## config.mk

```make
export PLATFORM = sky130hd
export DESIGN_NAME = inst_fetch
export DESIGN_NICKNAME = d
export VERILOG_FILES = /design/src/rtl/inst_fetch_pkg.sv /design/src/rtl/if_id_reg.sv /design/src/rtl/inst_fetch.sv
export SDC_FILE = /design/constraint.sdc
export NUM_CORES = 1
export LEC_CHECK = 0
export BUFFER_PORTS_ARGS = -buffer_cell sky130_fd_sc_hd__buf_2
export CORE_MARGIN = 4
export CORE_UTILIZATION = 55
export DETAILED_ROUTE_END_ITERATION = 10
export PLACE_DENSITY = 0.83
export SKIP_CTS_REPAIR_TIMING = 1
export SLEW_MARGIN = 10
export SYNTH_ARGS = -nofsm -noshare
export SYNTH_HDL_FRONTEND = slang
export SYNTH_SLANG_ARGS = --single-unit
```

## constraint.sdc

```tcl
create_clock -name clk -period 2.9 [get_ports clk]
set_input_delay 0.435 -clock clk [delete_from_list [all_inputs] [get_ports clk]]
set_output_delay 0.435 -clock clk [all_outputs]
set_load 0.05 [all_outputs]
```

## src/rtl/inst_fetch_pkg.sv

```systemverilog
// Shared fetch-side definitions: bus widths, ROM enable levels, reset vector, alignment helper.
// Imported by the fetch top and the IF/ID pipeline register.
package inst_fetch_pkg;

    localparam int          INST_ADDR_BUS_W  = 32;
    localparam int          INST_BUS_W       = 32;
    localparam logic [31:0] ZERO_WORD        = 32'h0000_0000;
    localparam logic        CHIP_ENABLE      = 1'b1;
    localparam logic        CHIP_DISABLE     = 1'b0;
    localparam logic [31:0] RESET_VECTOR_DEF = 32'h0000_0000;

    function automatic logic is_misaligned(input logic [1:0] addr_lsb);
        return addr_lsb != 2'b00;
    endfunction

endpackage

```

## src/rtl/if_id_reg.sv

```systemverilog
// IF/ID pipeline register: one-edge capture of fetch PC, instruction and misaligned flag.
// Flush clears; IF stall with ID running inserts a bubble; ID stall holds the entry.
module if_id_reg #(
    parameter int ADDR_W = 32,
    parameter int INST_W = 32
) (
    input  logic              clk,
    input  logic              rst,
    input  logic              flush,
    input  logic              stall_if,
    input  logic              stall_id,
    input  logic [ADDR_W-1:0] cap_pc,
    input  logic [INST_W-1:0] cap_inst,
    input  logic              cap_exc,
    output logic [ADDR_W-1:0] id_pc_o,
    output logic [INST_W-1:0] id_inst_o,
    output logic              id_fetch_exc_o
);

    always_ff @(posedge clk or negedge rst) begin
        if (!rst) begin
            id_pc_o        <= '0;
            id_inst_o      <= '0;
            id_fetch_exc_o <= 1'b0;
        end else if (flush || (stall_if && !stall_id)) begin
            id_pc_o        <= '0;
            id_inst_o      <= '0;
            id_fetch_exc_o <= 1'b0;
        end else if (!stall_id) begin
            id_pc_o        <= cap_pc;
            id_inst_o      <= cap_inst;
            id_fetch_exc_o <= cap_exc;
        end
    end

endmodule

```

## src/rtl/inst_fetch.sv

```systemverilog
// Instruction fetch: PC, ROM enable/address, pending-branch capture and IF/ID register.
// ROM answers same cycle, IF/ID one edge later; stall_if holds PC, stall_id holds IF/ID.
module inst_fetch
    import inst_fetch_pkg::*;
#(
    parameter int                ADDR_W       = INST_ADDR_BUS_W,
    parameter int                INST_W       = INST_BUS_W,
    parameter logic [ADDR_W-1:0] RESET_VECTOR = ADDR_W'(RESET_VECTOR_DEF)
) (
    input  logic              clk,
    input  logic              rst,
    input  logic              stall_if,
    input  logic              stall_id,
    input  logic              flush,
    input  logic [ADDR_W-1:0] new_pc,
    input  logic              branch_flag_i,
    input  logic [ADDR_W-1:0] branch_target_i,
    input  logic [INST_W-1:0] inst_i,
    output logic              rom_ce_o,
    output logic [ADDR_W-1:0] pc_o,
    output logic [ADDR_W-1:0] id_pc_o,
    output logic [INST_W-1:0] id_inst_o,
    output logic              id_fetch_exc_o
);

    logic              ce_q;
    logic [ADDR_W-1:0] pc_q, pc_d;
    logic              pend_vld_q, pend_vld_d;
    logic [ADDR_W-1:0] pend_tgt_q, pend_tgt_d;
    logic              misaligned;
    logic [ADDR_W-1:0] cap_pc;
    logic [INST_W-1:0] cap_inst;
    logic              cap_exc;

    assign misaligned = is_misaligned(pc_q[1:0]);
    assign rom_ce_o   = (ce_q == CHIP_ENABLE && !misaligned) ? CHIP_ENABLE : CHIP_DISABLE;
    assign pc_o       = pc_q;

    // Before the first fetch cycle the IF/ID entry must stay empty.
    assign cap_pc   = (ce_q == CHIP_ENABLE) ? pc_q : '0;
    assign cap_inst = (rom_ce_o == CHIP_ENABLE) ? inst_i : INST_W'(ZERO_WORD);
    assign cap_exc  = (ce_q == CHIP_ENABLE) && misaligned;

    always_comb begin
        pc_d       = pc_q;
        pend_vld_d = pend_vld_q;
        pend_tgt_d = pend_tgt_q;
        if (ce_q == CHIP_ENABLE) begin
            if (flush) begin
                pc_d       = new_pc;
                pend_vld_d = 1'b0;
                pend_tgt_d = '0;
            end else if (!misaligned) begin
                // A misaligned PC is parked until the exception handler redirects via flush.
                if (stall_if) begin
                    if (branch_flag_i) begin
                        pend_vld_d = 1'b1;
                        pend_tgt_d = branch_target_i;
                    end
                end else if (pend_vld_q) begin
                    pc_d       = pend_tgt_q;
                    pend_vld_d = 1'b0;
                end else if (branch_flag_i) begin
                    pc_d = branch_target_i;
                end else begin
                    pc_d = pc_q + ADDR_W'(4);
                end
            end
        end
    end

    always_ff @(posedge clk or negedge rst) begin
        if (!rst) begin
            ce_q       <= CHIP_DISABLE;
            pc_q       <= RESET_VECTOR;
            pend_vld_q <= 1'b0;
            pend_tgt_q <= '0;
        end else begin
            ce_q       <= CHIP_ENABLE;
            pc_q       <= pc_d;
            pend_vld_q <= pend_vld_d;
            pend_tgt_q <= pend_tgt_d;
        end
    end

    if_id_reg #(
        .ADDR_W (ADDR_W),
        .INST_W (INST_W)
    ) u_if_id_reg (
        .clk            (clk),
        .rst            (rst),
        .flush          (flush),
        .stall_if       (stall_if),
        .stall_id       (stall_id),
        .cap_pc         (cap_pc),
        .cap_inst       (cap_inst),
        .cap_exc        (cap_exc),
        .id_pc_o        (id_pc_o),
        .id_inst_o      (id_inst_o),
        .id_fetch_exc_o (id_fetch_exc_o)
    );

endmodule
```

==> summary.md <==
| Metric | Value |
|---|---|
| Status | `complete, no violations` |
| Initial antenna violation count | `0` |
| CP Max Fanout | `11` |
| Fin. Hold Viols | `0` |
| CP Launch Type | `flip-flop` |
| Avg WL per Cell | `22.0 µm` |
| Layout area overhead | `26.6%` |
| CP cell instances | `and4_4 > nand4_1 > nor4_1 > a2111oi_2 > nor3_1` |
| Starting Density | `0.573` |
| Fillers | `811` |
| DRC errors left | `0` |
| Clock root cell | `clkbuf_16` |
| Net total in the final layout | `878` |
| Pleak | `3.97 nW` |
| Clock Sinks | `131` |
| Max incr delay on CP | `590 ps` |
| Commonest non-fill, non-tap cell in the layout | `buf_2` |
| Via count | `6139` |
| Crit share post-route | `0.777` |
| Crit path depth | `5` |
| Count of unique library cells instantiated by Yosys | `66` |
| Fin. max-slew vios | `0` |
| R2R cell count | `5` |
| Post-Syn Instances | `598` |
| Crit path capture type | `flip-flop` |
| Fmax | `0.444 GHz` |
| Worst-Skew Late Latency | `420 ps` |
| Avg Cell Area, Syn | `10.6 µm²` |
| Synthesized Nets | `701` |
| Register area share after synthesis | `0.519` |
| Cell family with most CP delay | `simple AND/OR/NAND/NOR gates` |
| IO Port Bufs | `199` |
| Reg-to-reg endpoint | `pc_o[21]$_DFFE_PN0P_` |
| Synth Warn # | `0` |
| Tightest Hold Check Type | `in2async` |
| Share of layout cells above drive strength 1 | `0.338` |
| GRT overflow | `0` |
| DRT Wirelength | `20400 µm` |
| GRT Util Overall | `0.309` |
| Flop2flop setup slack | `650 ps` |
| Pwr dens | `864 nW/µm²` |
| Post-route setup slack | `645 ps` |
| Worst path slowest cell | `nor4_1` |
| Fin Hold WS | `17.6 ps` |
| Initial DRC count | `806` |
| Peak supply drop | `589 µV` |
| Worst slew pin tran | `726 ps` |
| Max Root-Sink Buffers | `2` |
| I/O pins | `200` |
| Pre-Repair DR Iteration Count | `6` |
| Core region area | `11000 µm²` |
| Layout Utilization | `0.725` |
| Worst setup path startpoint | `pc_o[10]$_DFFE_PN0P_` |
| CTS tree | `done` |
| Total CTS buffers | `17` |
| Commonest non-fill, non-tap cells in the layout | `buf_2, dfrtp_1, a22o_1` |
| Asr flop ratio synth | `1.00` |
| DP HPWL | `14400 µm` |
| CP endpoint | `pc_o[21]$_DFFE_PN0P_` |
| # diodes | `0` |
| Row count | `38` |
| Clock Skew | `9.02 ps` |
| Main synth FF type | `dfrtp_1` |
| DIE WIDTH | `115 µm` |
| Post-synth EDFFs | `0` |
| Post-Place Worst Slack | `700 ps` |
| Final GP Congestion | `0.986` |
| Final Critical Period | `2250 ps` |
| WS Path Type | `reg2reg` |
| Number of global-route vias before repair | `5849` |
| Vias per cell | `6.62` |
| H-tree levels | `4` |
| CP Data Required Time | `3230 ps` |
| FF+latch count, synth | `131` |
| Final setup viols | `0` |
| Mapped cell area | `6320 µm²` |
| Max-Cap Viols | `0` |
| Antenna Violating Nets Remaining | `0` |
| Die Height | `115 µm` |
| Critical Path AT | `2590 ps` |
| Largest net degree at the start of global routing | `77` |
| Die ar. | `13300 µm²` |
| Headroom to the max-slew limit | `0.516` |
| Worst-path clk slew | `60 ps` |
| FF-to-FF Start | `pc_o[10]$_DFFE_PN0P_` |
| CP Buf/Inv Count | `0` |
| First-pass GRT wire length | `31400 µm` |
| RSZ-0062 raised after global routing | `false` |
| Setup tns final | `0 ps` |
-- Yosys cell counts (all sizes together) (3+ instances only) --
cell type	number	area, µm²
a2111oi	3	32.5
a211oi	8	60.1
a21oi	14	70.1
a221o	4	40.0
a22o	101	885
a31oi	13	81.3
a32o	3	30.0
a41oi	3	26.3
and3	12	75.1
and4	6	57.6
buf	17	98.9
clkbuf	40	151
dfrtp	131	3280
inv	9	33.8
mux2i	7	70.1
nand2	42	158
nand2b	5	31.3
nand3	17	90.1
nand4	7	50.1
nor2	26	100
nor3	17	90.1
nor4	12	96.3
o211ai	6	45.0
o21a	4	37.5
o21ai	29	145
o22ai	13	81.3
o31a	4	35.0
o31ai	9	67.6
or2	3	18.8
xor2	4	35.0
-- area by class of cell --
type	instances	area, µm²	area share
Clock buffer	22	484	0.0605
Clock inverter	10	105	0.0131
Inverter	9	33.8	0.00422
Multi-Input combinational cell	401	2790	0.349
Sequential cell	131	3280	0.410
Tap cell	140	175	0.0219
Timing Repair Buffer	215	1130	0.142
-- layer usage --
| layer | share of wire | GRT usage | up-vias |
|---|---|---|---|
| li1 | - | - | 2670 |
| met1 | 0.41 | 0.435 | 2972 |
| met2 | 0.44 | 0.443 | 451 |
| met3 | 0.13 | 0.111 | 46 |
| met4 | 0.020 | 0.113 | 0 |
| met5 | 0 | 0 | - |
-- flip-flops by register name, indices dropped and copies added (netlist names) --
register	count
u_if_id_reg.id_fetch_exc_o	1
u_if_id_reg.id_inst_o	32
pc_o	32
ce_q	1
pend_vld_q	1
u_if_id_reg.id_pc_o	32
pend_tgt_q	32
-- metrics by stage --
step                total power [mW]  instances  cell area, µm²
global placement                4.73        896            7410
CTS                             6.89        928            8000
floorplan                       4.06        598            6320
global route                    7.20        928            8000
detailed placement              4.77        896            7410
finish                          6.91        928            8000
-- logic make-up after synthesis --
kind of cell	synth area share
AOI/OAI and AO/OA	0.280
adders and majority gates	0.00198
DFF	0.519
muxes	0.0129
other	0.000593
and+or+nand+nor	0.133
xor gates and xnor gates	0.00832
buffers and inverters	0.0450
-- worst min-delay path by stage --
stage / from / to / depth (start not counted)
after global placement: u_if_id_reg.id_pc_o[4]$_DFFE_PN0P_ / u_if_id_reg.id_pc_o[4]$_DFFE_PN0P_ / 1
final: rst / pc_o[0]$_DFFE_PN0P_ / 1
after global routing: rst / pc_o[0]$_DFFE_PN0P_ / 1
after CTS: rst / pend_tgt_q[0]$_DFFE_PN0P_ / 1
after floorplan: rst / ce_q$_DFF_PN0_ / 0
after detailed placement: u_if_id_reg.id_inst_o[13]$_DFFE_PN0P_ / u_if_id_reg.id_inst_o[13]$_DFFE_PN0P_ / 1
-- where the power goes --
part           total (mW)  switching, mW  internal (mW)  leakage (nW)
clock                2.12          0.771           1.34         0.291
sequential           2.54          0.453           2.08          1.75
combinational        2.26           1.63          0.628          1.93
total                6.91           2.86           4.06          3.97
Note: power is estimated with default switching activity, not from simulation.
